<file path="config.mk">
export PLATFORM = sky130hd
export DESIGN_NAME = mul_div_unit
export DESIGN_NICKNAME = d
export VERILOG_FILES = /design/src/rtl/mul_div_pkg.sv /design/src/rtl/mul_div_step.sv /design/src/rtl/mul_div_unit.sv
export SDC_FILE = /design/constraint.sdc
export NUM_CORES = 1
export LEC_CHECK = 0
export CAP_MARGIN = 20
export CORE_MARGIN = 4
export CORE_UTILIZATION = 40
export DETAILED_ROUTE_END_ITERATION = 12
export GPL_TIMING_DRIVEN = 0
export PLACE_DENSITY_LB_ADDON = 0.05
export REMOVE_ABC_BUFFERS = 1
export SLEW_MARGIN = 10
export SYNTH_ARGS = -nofsm -noshare
export SYNTH_HDL_FRONTEND = slang
export SYNTH_HIERARCHICAL = 1
export SYNTH_SLANG_ARGS = --single-unit
</file>
<file path="constraint.sdc">
create_clock -name clk -period 7.8 [get_ports clk]
set_input_delay 1.56 -clock clk [delete_from_list [all_inputs] [get_ports clk]]
set_output_delay 1.56 -clock clk [all_outputs]
set_load 0.01 [all_outputs]
</file>
<file path="src/rtl/mul_div_pkg.sv">
// Shared definitions for the multiply/divide unit: op codes, FSM states,
// iteration count and a magnitude helper.
package mul_div_pkg;

  localparam int ITER  = 32;
  localparam int CNT_W = 6;

  localparam logic [2:0] OP_MULT  = 3'd0;
  localparam logic [2:0] OP_MULTU = 3'd1;
  localparam logic [2:0] OP_DIV   = 3'd2;
  localparam logic [2:0] OP_DIVU  = 3'd3;
  localparam logic [2:0] OP_MTHI  = 3'd4;
  localparam logic [2:0] OP_MTLO  = 3'd5;

  typedef enum logic [1:0] {
    S_IDLE = 2'd0,
    S_CALC = 2'd1,
    S_FIX  = 2'd2
  } state_e;

  function automatic logic [31:0] mag32(input logic [31:0] v, input logic is_signed);
    return (is_signed && v[31]) ? (~v + 32'd1) : v;
  endfunction

endpackage

</file>
<file path="src/rtl/mul_div_step.sv">
// One combinational iteration: shift-add multiply or restoring divide step.
// Accumulator layout: multiply {partial_sum, multiplier}; divide {remainder, quotient}.
module mul_div_step (
  input  logic        mode,
  input  logic [63:0] acc,
  input  logic [31:0] operand,
  output logic [63:0] acc_next
);

  logic [32:0] mul_sum;
  logic [32:0] div_shift;
  logic [32:0] div_trial;
  logic        q_bit;
  logic [31:0] rem_new;

  always_comb begin
    mul_sum   = {1'b0, acc[63:32]} + (acc[0] ? {1'b0, operand} : 33'd0);
    div_shift = acc[63:31];
    div_trial = div_shift - {1'b0, operand};
    // A clear borrow bit means the trial subtraction fits: keep it, quotient bit 1.
    q_bit     = ~div_trial[32];
    rem_new   = q_bit ? div_trial[31:0] : div_shift[31:0];
    if (mode) begin
      acc_next = {rem_new, acc[30:0], q_bit};
    end else begin
      acc_next = {mul_sum, acc[31:1]};
    end
  end

endmodule

</file>
<file path="src/rtl/mul_div_unit.sv">
// Iterative MULT/MULTU/DIV/DIVU unit owning HI/LO.
// Define MUL_DIV_FAST_MUL_EN for a single-cycle multiplier (divide unchanged).
module mul_div_unit
  import mul_div_pkg::*;
(
  input  logic        clk,
  input  logic        reset,
  input  logic        Start,
  input  logic [2:0]  Op,
  input  logic        Cancel,
  input  logic [31:0] In1,
  input  logic [31:0] In2,
  output logic        Busy,
  output logic        Done,
  output logic [31:0] Hi,
  output logic [31:0] Lo
);

  state_e             state_q, state_d;
  logic [CNT_W-1:0]   cnt_q, cnt_d;
  logic [63:0]        acc_q, acc_d;
  logic [31:0]        opnd_q, opnd_d;
  logic               is_div_q, is_div_d;
  logic               neg_q, neg_d;
  logic               neg_rem_q, neg_rem_d;
  logic               div0_q, div0_d;
  logic [31:0]        hi_q, hi_d;
  logic [31:0]        lo_q, lo_d;
  logic               done_q, done_d;

  logic               op_signed;
  logic               op_div;
  logic [31:0]        mag1;
  logic [31:0]        mag2;
  logic [63:0]        step_acc;
  logic [63:0]        prod_fix;
  logic [31:0]        rem_fix;
  logic [31:0]        quo_fix;

  mul_div_step u_step (
    .mode     (is_div_q),
    .acc      (acc_q),
    .operand  (opnd_q),
    .acc_next (step_acc)
  );

  always_comb begin
    op_signed = (Op == OP_MULT) || (Op == OP_DIV);
    op_div    = (Op == OP_DIV) || (Op == OP_DIVU);
    mag1      = mag32(In1, op_signed);
    mag2      = mag32(In2, op_signed);
    prod_fix  = neg_q ? (~acc_q + 64'd1) : acc_q;
    rem_fix   = neg_rem_q ? (~acc_q[63:32] + 32'd1) : acc_q[63:32];
    quo_fix   = neg_q ? (~acc_q[31:0] + 32'd1) : acc_q[31:0];
  end

  always_comb begin
    state_d   = state_q;
    cnt_d     = cnt_q;
    acc_d     = acc_q;
    opnd_d    = opnd_q;
    is_div_d  = is_div_q;
    neg_d     = neg_q;
    neg_rem_d = neg_rem_q;
    div0_d    = div0_q;
    hi_d      = hi_q;
    lo_d      = lo_q;
    done_d    = 1'b0;

    case (state_q)
      S_IDLE: begin
        if (Start) begin
          if (Op == OP_MTHI) begin
            hi_d   = In1;
            done_d = 1'b1;
          end else if (Op == OP_MTLO) begin
            lo_d   = In1;
            done_d = 1'b1;
`ifdef MUL_DIV_FAST_MUL_EN
          end else if (Op == OP_MULT || Op == OP_MULTU) begin
            {hi_d, lo_d} = {{32{op_signed & In1[31]}}, In1} * {{32{op_signed & In2[31]}}, In2};
            done_d       = 1'b1;
          end else if (op_div) begin
`else
          end else if (Op <= OP_DIVU) begin
`endif
            // Divide keeps the divisor as operand; multiply keeps the multiplicand.
            acc_d     = {32'h0, op_div ? mag1 : mag2};
            opnd_d    = op_div ? mag2 : mag1;
            is_div_d  = op_div;
            neg_d     = op_signed && (In1[31] ^ In2[31]);
            neg_rem_d = op_signed && In1[31];
            div0_d    = (In2 == 32'h0);
            cnt_d     = '0;
            state_d   = S_CALC;
          end
        end
      end
      S_CALC: begin
        acc_d = step_acc;
        cnt_d = cnt_q + 1'b1;
        if (cnt_q == CNT_W'(ITER - 1)) begin
          state_d = S_FIX;
        end
      end
      S_FIX: begin
        if (is_div_q) begin
          hi_d = rem_fix;
          lo_d = div0_q ? 32'hFFFF_FFFF : quo_fix;
        end else begin
          {hi_d, lo_d} = prod_fix;
        end
        done_d  = 1'b1;
        state_d = S_IDLE;
      end
      default: state_d = S_IDLE;
    endcase

    // Flush overrides everything, including a same-cycle Start or FIX write.
    if (Cancel) begin
      state_d = S_IDLE;
      hi_d    = hi_q;
      lo_d    = lo_q;
      done_d  = 1'b0;
    end
  end

  always_ff @(posedge clk or negedge reset) begin
    if (!reset) begin
      state_q   <= S_IDLE;
      cnt_q     <= '0;
      acc_q     <= '0;
      opnd_q    <= '0;
      is_div_q  <= 1'b0;
      neg_q     <= 1'b0;
      neg_rem_q <= 1'b0;
      div0_q    <= 1'b0;
      hi_q      <= '0;
      lo_q      <= '0;
      done_q    <= 1'b0;
    end else begin
      state_q   <= state_d;
      cnt_q     <= cnt_d;
      acc_q     <= acc_d;
      opnd_q    <= opnd_d;
      is_div_q  <= is_div_d;
      neg_q     <= neg_d;
      neg_rem_q <= neg_rem_d;
      div0_q    <= div0_d;
      hi_q      <= hi_d;
      lo_q      <= lo_d;
      done_q    <= done_d;
    end
  end

  assign Busy = (state_q != S_IDLE);
  assign Done = done_q;
  assign Hi   = hi_q;
  assign Lo   = lo_q;

endmodule

</file>
==> flow_summary.toml, run 1 <==
[clocking]
hold_buffers = 0
cts_setup_buffers = 0
cts-root-buf = "clkbuf_16"
numCtsBuffers = 17
cts_tree = "yes"
clock_sinks = 173
worstSkewPairLatency_ns = 0.46
clk_pin_slew_ns = 0.08
cts_max_level = 4
ctsLongestPathBuffers = 2
ctsResizeCount = 0

[floorplanning]
ios = 137
start_util_pct = 40.7
core_um2 = 37800
fp.dieArea_um2 = 41700
num_rows = 71
die_h_um = 204
die_w_um = 204

[synthesis]
avgSynthCellArea_um2 = 8.10
ys_async_sr_fraction_pct = 100
yosysWarnings = 6
synthFlopType = "dfrtp_1"
synth_edf_count = 0
yosysTopAreaCell = "dfrtp_1"
ys_seq_area_share_pct = 28.1
synth.ff_latch_count = 173
ys_types = 86
yosys.area.top_type_share_pct = 28.1
syn_inst = 1903
syn-cell-area_um2 = 15400
synth_area_leaders = "dfrtp_1, ha_1, xnor2_1, xor2_1, a21oi_1"

[drt]
wl_mm = 58.2
dr_total_vias = 15200
top_layer = "met4"
routed_via_density = 6.10
dr.pass1.iters = 5
met2_length_mm = 26.5
wl_per_cell_um = 23.4
drc_errors = 0
wl_met1_mm = 26.9
routed-wl-met3_mm = 3.24
drt_iter0_markers = 1259
ant_nets = 0

[timing]
worst_slack_ns = 3.19
hold_viol_final = 0
min_period_over_period_pct = 59.0
rsz0062_at_grt = "false"
timing.hold.ws_ns = 0.480
max_slew_margin_pct = 33.3
fmax_ghz = 0.217
fin_skew_ns = 0.0160
tightest_slew_ns = 0.998
post-route-min-period_ns = 4.61
final-setup-viol-count = 0
slew_viol_final = 0

[worst_setup_path]
r2r_slack_ns = 3.19
rr_startpoint = "acc_q[31]$_DFFE_PN0P_"
worstPathArrival_ns = 4.95
rr_worst_depth = 15
worst-path-max-fanout = 23
startpoint_type = "flop"
r2r-end = "acc_q[48]$_DFFE_PN0P_"
worstSetupPathType = "flop to flop"
crit_path_end_kind = "flop"
crit_required_ns = 8.14

[grt]
first_global_vias = 14500
grt_overflow = 0
grt_pass1_wl_mm = 89.3
grtUsageTotal_pct = 27.4
grt_max_degree = 63
antenna_found_initial = 1

[hold_path]
holdPathEnd = "Lo[7]$_DFFE_PN0P_"
hp-start = "Lo[7]$_DFFE_PN0P_"
worstHoldPathType = "flop to flop"
hold_depth = 2

[place]
port_buffers = 136
gp_congestion = 0.930
post-dp-hpwl_mm = 44.5
pre_cts_ws_ns = 2.86

[pwr]
leakagePower_nw = 7.46
powerDensity_nw_per_um2 = 275
ir_drop_v = 0.000160

[final_layout]
nNetsFinal = 2106
post-route-util_pct = 47.6
n_fill_cell = 3782
n_antenna_cell = 0
drive_above_1_share_pct = 6.98
area_growth_pct = 17.0
final_cell_mix = "dfrtp_1, nand2_1, nor2_1"
final_common_cell = "dfrtp_1"

[outcome]
status = "completed"

[job]
max_cap_viol_count = 0
final cells by class:
class / count / area [um2] / share of cell area (%)
multi-input combinational: 1556 / 10400 / 57.8
inverter: 61 / 229 / 1.27
tap: 511 / 639 / 3.55
clock inverter: 10 / 165 / 0.916
sequential: 173 / 4330 / 24.0
timing repair buffer: 155 / 1770 / 9.83
clock buffer: 21 / 460 / 2.55
sequential cells by signal (all words and copies together), names as in the netlist, 2 cells and up:
name     cells
Hi          32
cnt_q        6
opnd_q      32
state_q      2
Lo          32
acc_q       64
metrics by stage:
| step | cells | setup TNS (ns) | area (um2) | power, mW |
|---|---|---|---|---|
| floorplan | 1790 | 0 | 14900 | 3.03 |
| global placement | 2437 | -466.40 | 16900 | 3.91 |
| detailed placement | 2456 | 0 | 17400 | 3.97 |
| CTS | 2487 | 0 | 18000 | 4.94 |
| global route | 2487 | 0 | 18000 | 5.28 |
| finish | 2487 | 0 | 18000 | 4.95 |
critical path, cell delays in order, from the launching register on:
cell and delay [ns]:
dfrtp_1 0.65, inv_1 0.23, ha_1 0.29, fa_1 0.43, nor2b_1 0.20, o31ai_1 0.18, a21o_1 0.29, o211ai_4 0.32
a31oi_4 0.17, o211ai_4 0.58, buf_16 0.25, buf_16 0.18, mux2_1 0.34, nand2_1 0.09, o21ai_2 0.05, a22o_1 0.20
cells by family after synthesis:
family | count (synthesis) | synth area share, %
multiplexers | 46 | 3.27
adder cells (fa/ha/maj) | 71 | 5.86
flip-flops | 173 | 28.1
AND/OR/NAND/NOR | 595 | 18.9
XOR/XNOR | 173 | 9.83
buffers and inverters | 174 | 4.68
AO/OA/AOI/OAI | 671 | 29.4
synthesized netlist by cell type (12+ instances only):
cell type  instances
and3_1            13
ha_1              69
nand4_1           22
o211ai_1          12
dfrtp_1          173
a22oi_1           27
o41ai_1           13
o22ai_1           37
nor3_1            50
o21a_1            13
xnor2_1           89
a22o_1            34
nor2_1           151
inv_1             60
o221ai_1          32
nor2b_1           12
nand3_1           32
mux2_2            34
or4_1             21
a31oi_1           16
xor2_1            84
and2_1            42
o31ai_1           27
nand2_1          169
o21ai_1           12
o21ai_0          143
a21o_1            42
clkbuf_1          88
nand2b_1          16
a211oi_1          24
nor4_1            25
a21oi_1          144
power by group:
group          internal [mW]  leakage [nW]  total (mW)  switching, mW
registers               1.09          2.18        1.47          0.374
logic                   1.11          4.98        2.54           1.42
clock network          0.552         0.295       0.952          0.399
total                   2.76          7.46        4.95           2.19
worst max path at each step:
stage	slack (ns)	to	start	depth (start not counted)
after floorplan	3.10	acc_q[24]$_DFFE_PN0P_	Start	5
after global placement	-2.71	acc_q[62]$_DFFE_PN0P_	reset	1
after detailed placement	2.86	Hi[27]$_DFFE_PN0P_	Op[1]	7
after CTS	3.24	acc_q[48]$_DFFE_PN0P_	acc_q[31]$_DFFE_PN0P_	15
after global routing	3.06	Hi[17]$_DFFE_PN0P_	Op[1]	7
final	3.19	acc_q[48]$_DFFE_PN0P_	acc_q[31]$_DFFE_PN0P_	15
routing by layer:
metal	vias to the layer above	track usage [%]
li1	7210	-
met1	7370	39.4
met3	81	3.78
met4	0	8.95
met2	508	42.8
met5	-	0
(Power assumes the default switching activity.)
==> inputs of run 2 (changes only) <==
==> constraint.sdc (replaced) <==
create_clock -name clk -period 4.7 [get_ports clk]
set_input_delay 0.94 -clock clk [delete_from_list [all_inputs] [get_ports clk]]
set_output_delay 0.94 -clock clk [all_outputs]
set_load 0.01 [all_outputs]
==> run 2 against run 1 <==
Clock power is 66% higher; first-iteration DRC count increased by 3.3%; power is 66% higher; combinational power rose by 66%; worst setup slack worse by 3.1 ns; clock-buffer cell count is the same; core utilization is the same; die area did not move; clock skew is 0.00076 ns lower.
==> flow_summary.toml, run 2 (synthesis results as in run 1) <==
[drt]
dr.pass1.iters = 6
dr_total_vias = 15200
wl_mm = 58.3
wl_per_cell_um = 23.4
drc_errors = 0
drt_iter0_markers = 1300
routed_via_density = 6.13
ant_nets = 0

[pwr]
intPower_mw = 4.58
comb_power_share_pct = 51.2
power_frac_seq_pct = 29.6
p_sw_share_pct = 44.3
p_clk_share_pct = 19.2
report.power.total_mw = 8.23
leakagePower_nw = 7.46
power_switching_mw = 3.65
powerDensity_nw_per_um2 = 456
ir_drop_v = 0.000264

[worst_setup_path]
crit_required_ns = 5.04
startpoint_type = "flop"
worstPathArrival_ns = 4.92
crit_path_end_kind = "flop"
worstSetupPathType = "flop to flop"
worst-path-max-fanout = 23

[grt]
first_global_vias = 14500
antenna_found_initial = 1
grtUsageTotal_pct = 27.4
grt_pass1_wl_mm = 89.3
grt_max_degree = 63
grt_overflow = 0

[clocking]
cts_max_level = 4
clk_pin_slew_ns = 0.07
ctsLongestPathBuffers = 2
cts-root-buf = "clkbuf_16"
worstSkewPairLatency_ns = 0.46
clock_sinks = 173
ctsResizeCount = 0
numCtsBuffers = 17
hold_buffers = 0
cts_setup_buffers = 0
cts_tree = "yes"

[timing]
slew_viol_final = 0
timing.hold.ws_ns = 0.414
final-setup-viol-count = 0
rsz0062_at_grt = "false"
min_period_over_period_pct = 97.6
fin_skew_ns = 0.0152
fmax_ghz = 0.218
hold_viol_final = 0
max_slew_margin_pct = 33.4
post-route-min-period_ns = 4.59
tightest_slew_ns = 0.997

[job]
max_cap_viol_count = 0

[final_layout]
top_register = "acc_q"
stdcell_area_um2 = 18000
final_cell_mix = "dfrtp_1, nand2_1, nor2_1"
n_fill_cell = 3782
area_growth_pct = 17.0
nNetsFinal = 2106
final_common_cell = "dfrtp_1"
multi_input_area_um2 = 10400
drive_above_1_share_pct = 6.98
largest_register_ffs = 64
n_antenna_cell = 0
seq_area_um2 = 4330

[place]
placed_cell_area_um2 = 17400
post-dp-hpwl_mm = 44.5
port_buffers = 136
gp_congestion = 0.930

[floorplanning]
ios = 137
die_w_um = 204
fp.dieArea_um2 = 41700
num_rows = 71
die_h_um = 204
start_util_pct = 40.7
core_um2 = 37800

[hold_path]
worstHoldPathType = "input pin to async pin"

[outcome]
status = "completed"
## run 2: cell counts in the layout (fill, tap and decap cells not counted)
No cell type changed its count.
## run 2: stage by stage
stage / TNS, ns / setup WS (ns) / std cells / utilization (%)
final: 0 / 0.115 / 2487 / 47.6
after global routing: 0 / 0.00774 / 2487 / 47.6
after CTS: 0 / 0.137 / 2487 / 47.6
after detailed placement: 0 / 0.177 / 2456 / 46.0
after global placement: -1157.61 / -5.19 / 2437 / 44.7
after floorplan: 0 / 0.624 / 1790 / -
## run 2: final cells by class
type | instances | share of cell area [%]
Multi-Input combinational cell | 1556 | 57.8
Sequential cell | 173 | 24.0
Timing Repair Buffer | 155 | 9.83
Tap cell | 511 | 3.55
Clock buffer | 21 | 2.55
Inverter | 61 | 1.27
Clock inverter | 10 | 0.916
## run 2: path summary, 6_finish.rpt
kind                            slack [ns]               endpoint                   from  cells past startpoint
worst min register to register        0.48      Lo[7]$_DFFE_PN0P_      Lo[7]$_DFFE_PN0P_                      2
max in group asynchronous             3.27   is_div_q$_DFFE_PN0P_                  reset                      3
worst max register to register        0.11  acc_q[48]$_DFFE_PN0P_  acc_q[31]$_DFFE_PN0P_                     15
min in group clk                      0.48      Lo[7]$_DFFE_PN0P_      Lo[7]$_DFFE_PN0P_                      2
worst max-delay path                  0.11  acc_q[48]$_DFFE_PN0P_  acc_q[31]$_DFFE_PN0P_                     15
worst min-delay path                  0.41      Lo[5]$_DFFE_PN0P_                  reset                      1
## run 2: metal layers
layer / track usage (%) / vias up / routed length, um
li1: - / 7205 / -
met1: 39.4 / 7397 / 26700
met2: 42.8 / 560 / 26400
met3: 3.78 / 79 / 3590
met4: 8.95 / 0 / 1580
met5: 0 / - / 0
## run 2: power by group through the flow
stage / clock network (mW) / logic (mW) / registers [mW]
2_1_floorplan: 0 / 2.77 / 2.27
6_report: 1.58 / 4.21 / 2.44
4_1_cts: 1.61 / 4.18 / 2.42
3_5_place_dp: 0 / 4.15 / 2.44
5_1_grt: 1.65 / 4.62 / 2.48
3_3_place_gp: 0 / 4.00 / 2.48
## run 2: critical path, stage by stage, from the launching register on
cell and delay [ns]:
dfrtp_1 0.65, inv_1 0.23, ha_1 0.29, fa_1 0.43
nor2b_1 0.20, o31ai_1 0.18, a21o_1 0.29, o211ai_4 0.32
a31oi_4 0.17, o211ai_4 0.56, buf_16 0.25, buf_16 0.18
mux2_1 0.34, nand2_1 0.09, o21ai_2 0.05, a22o_1 0.21
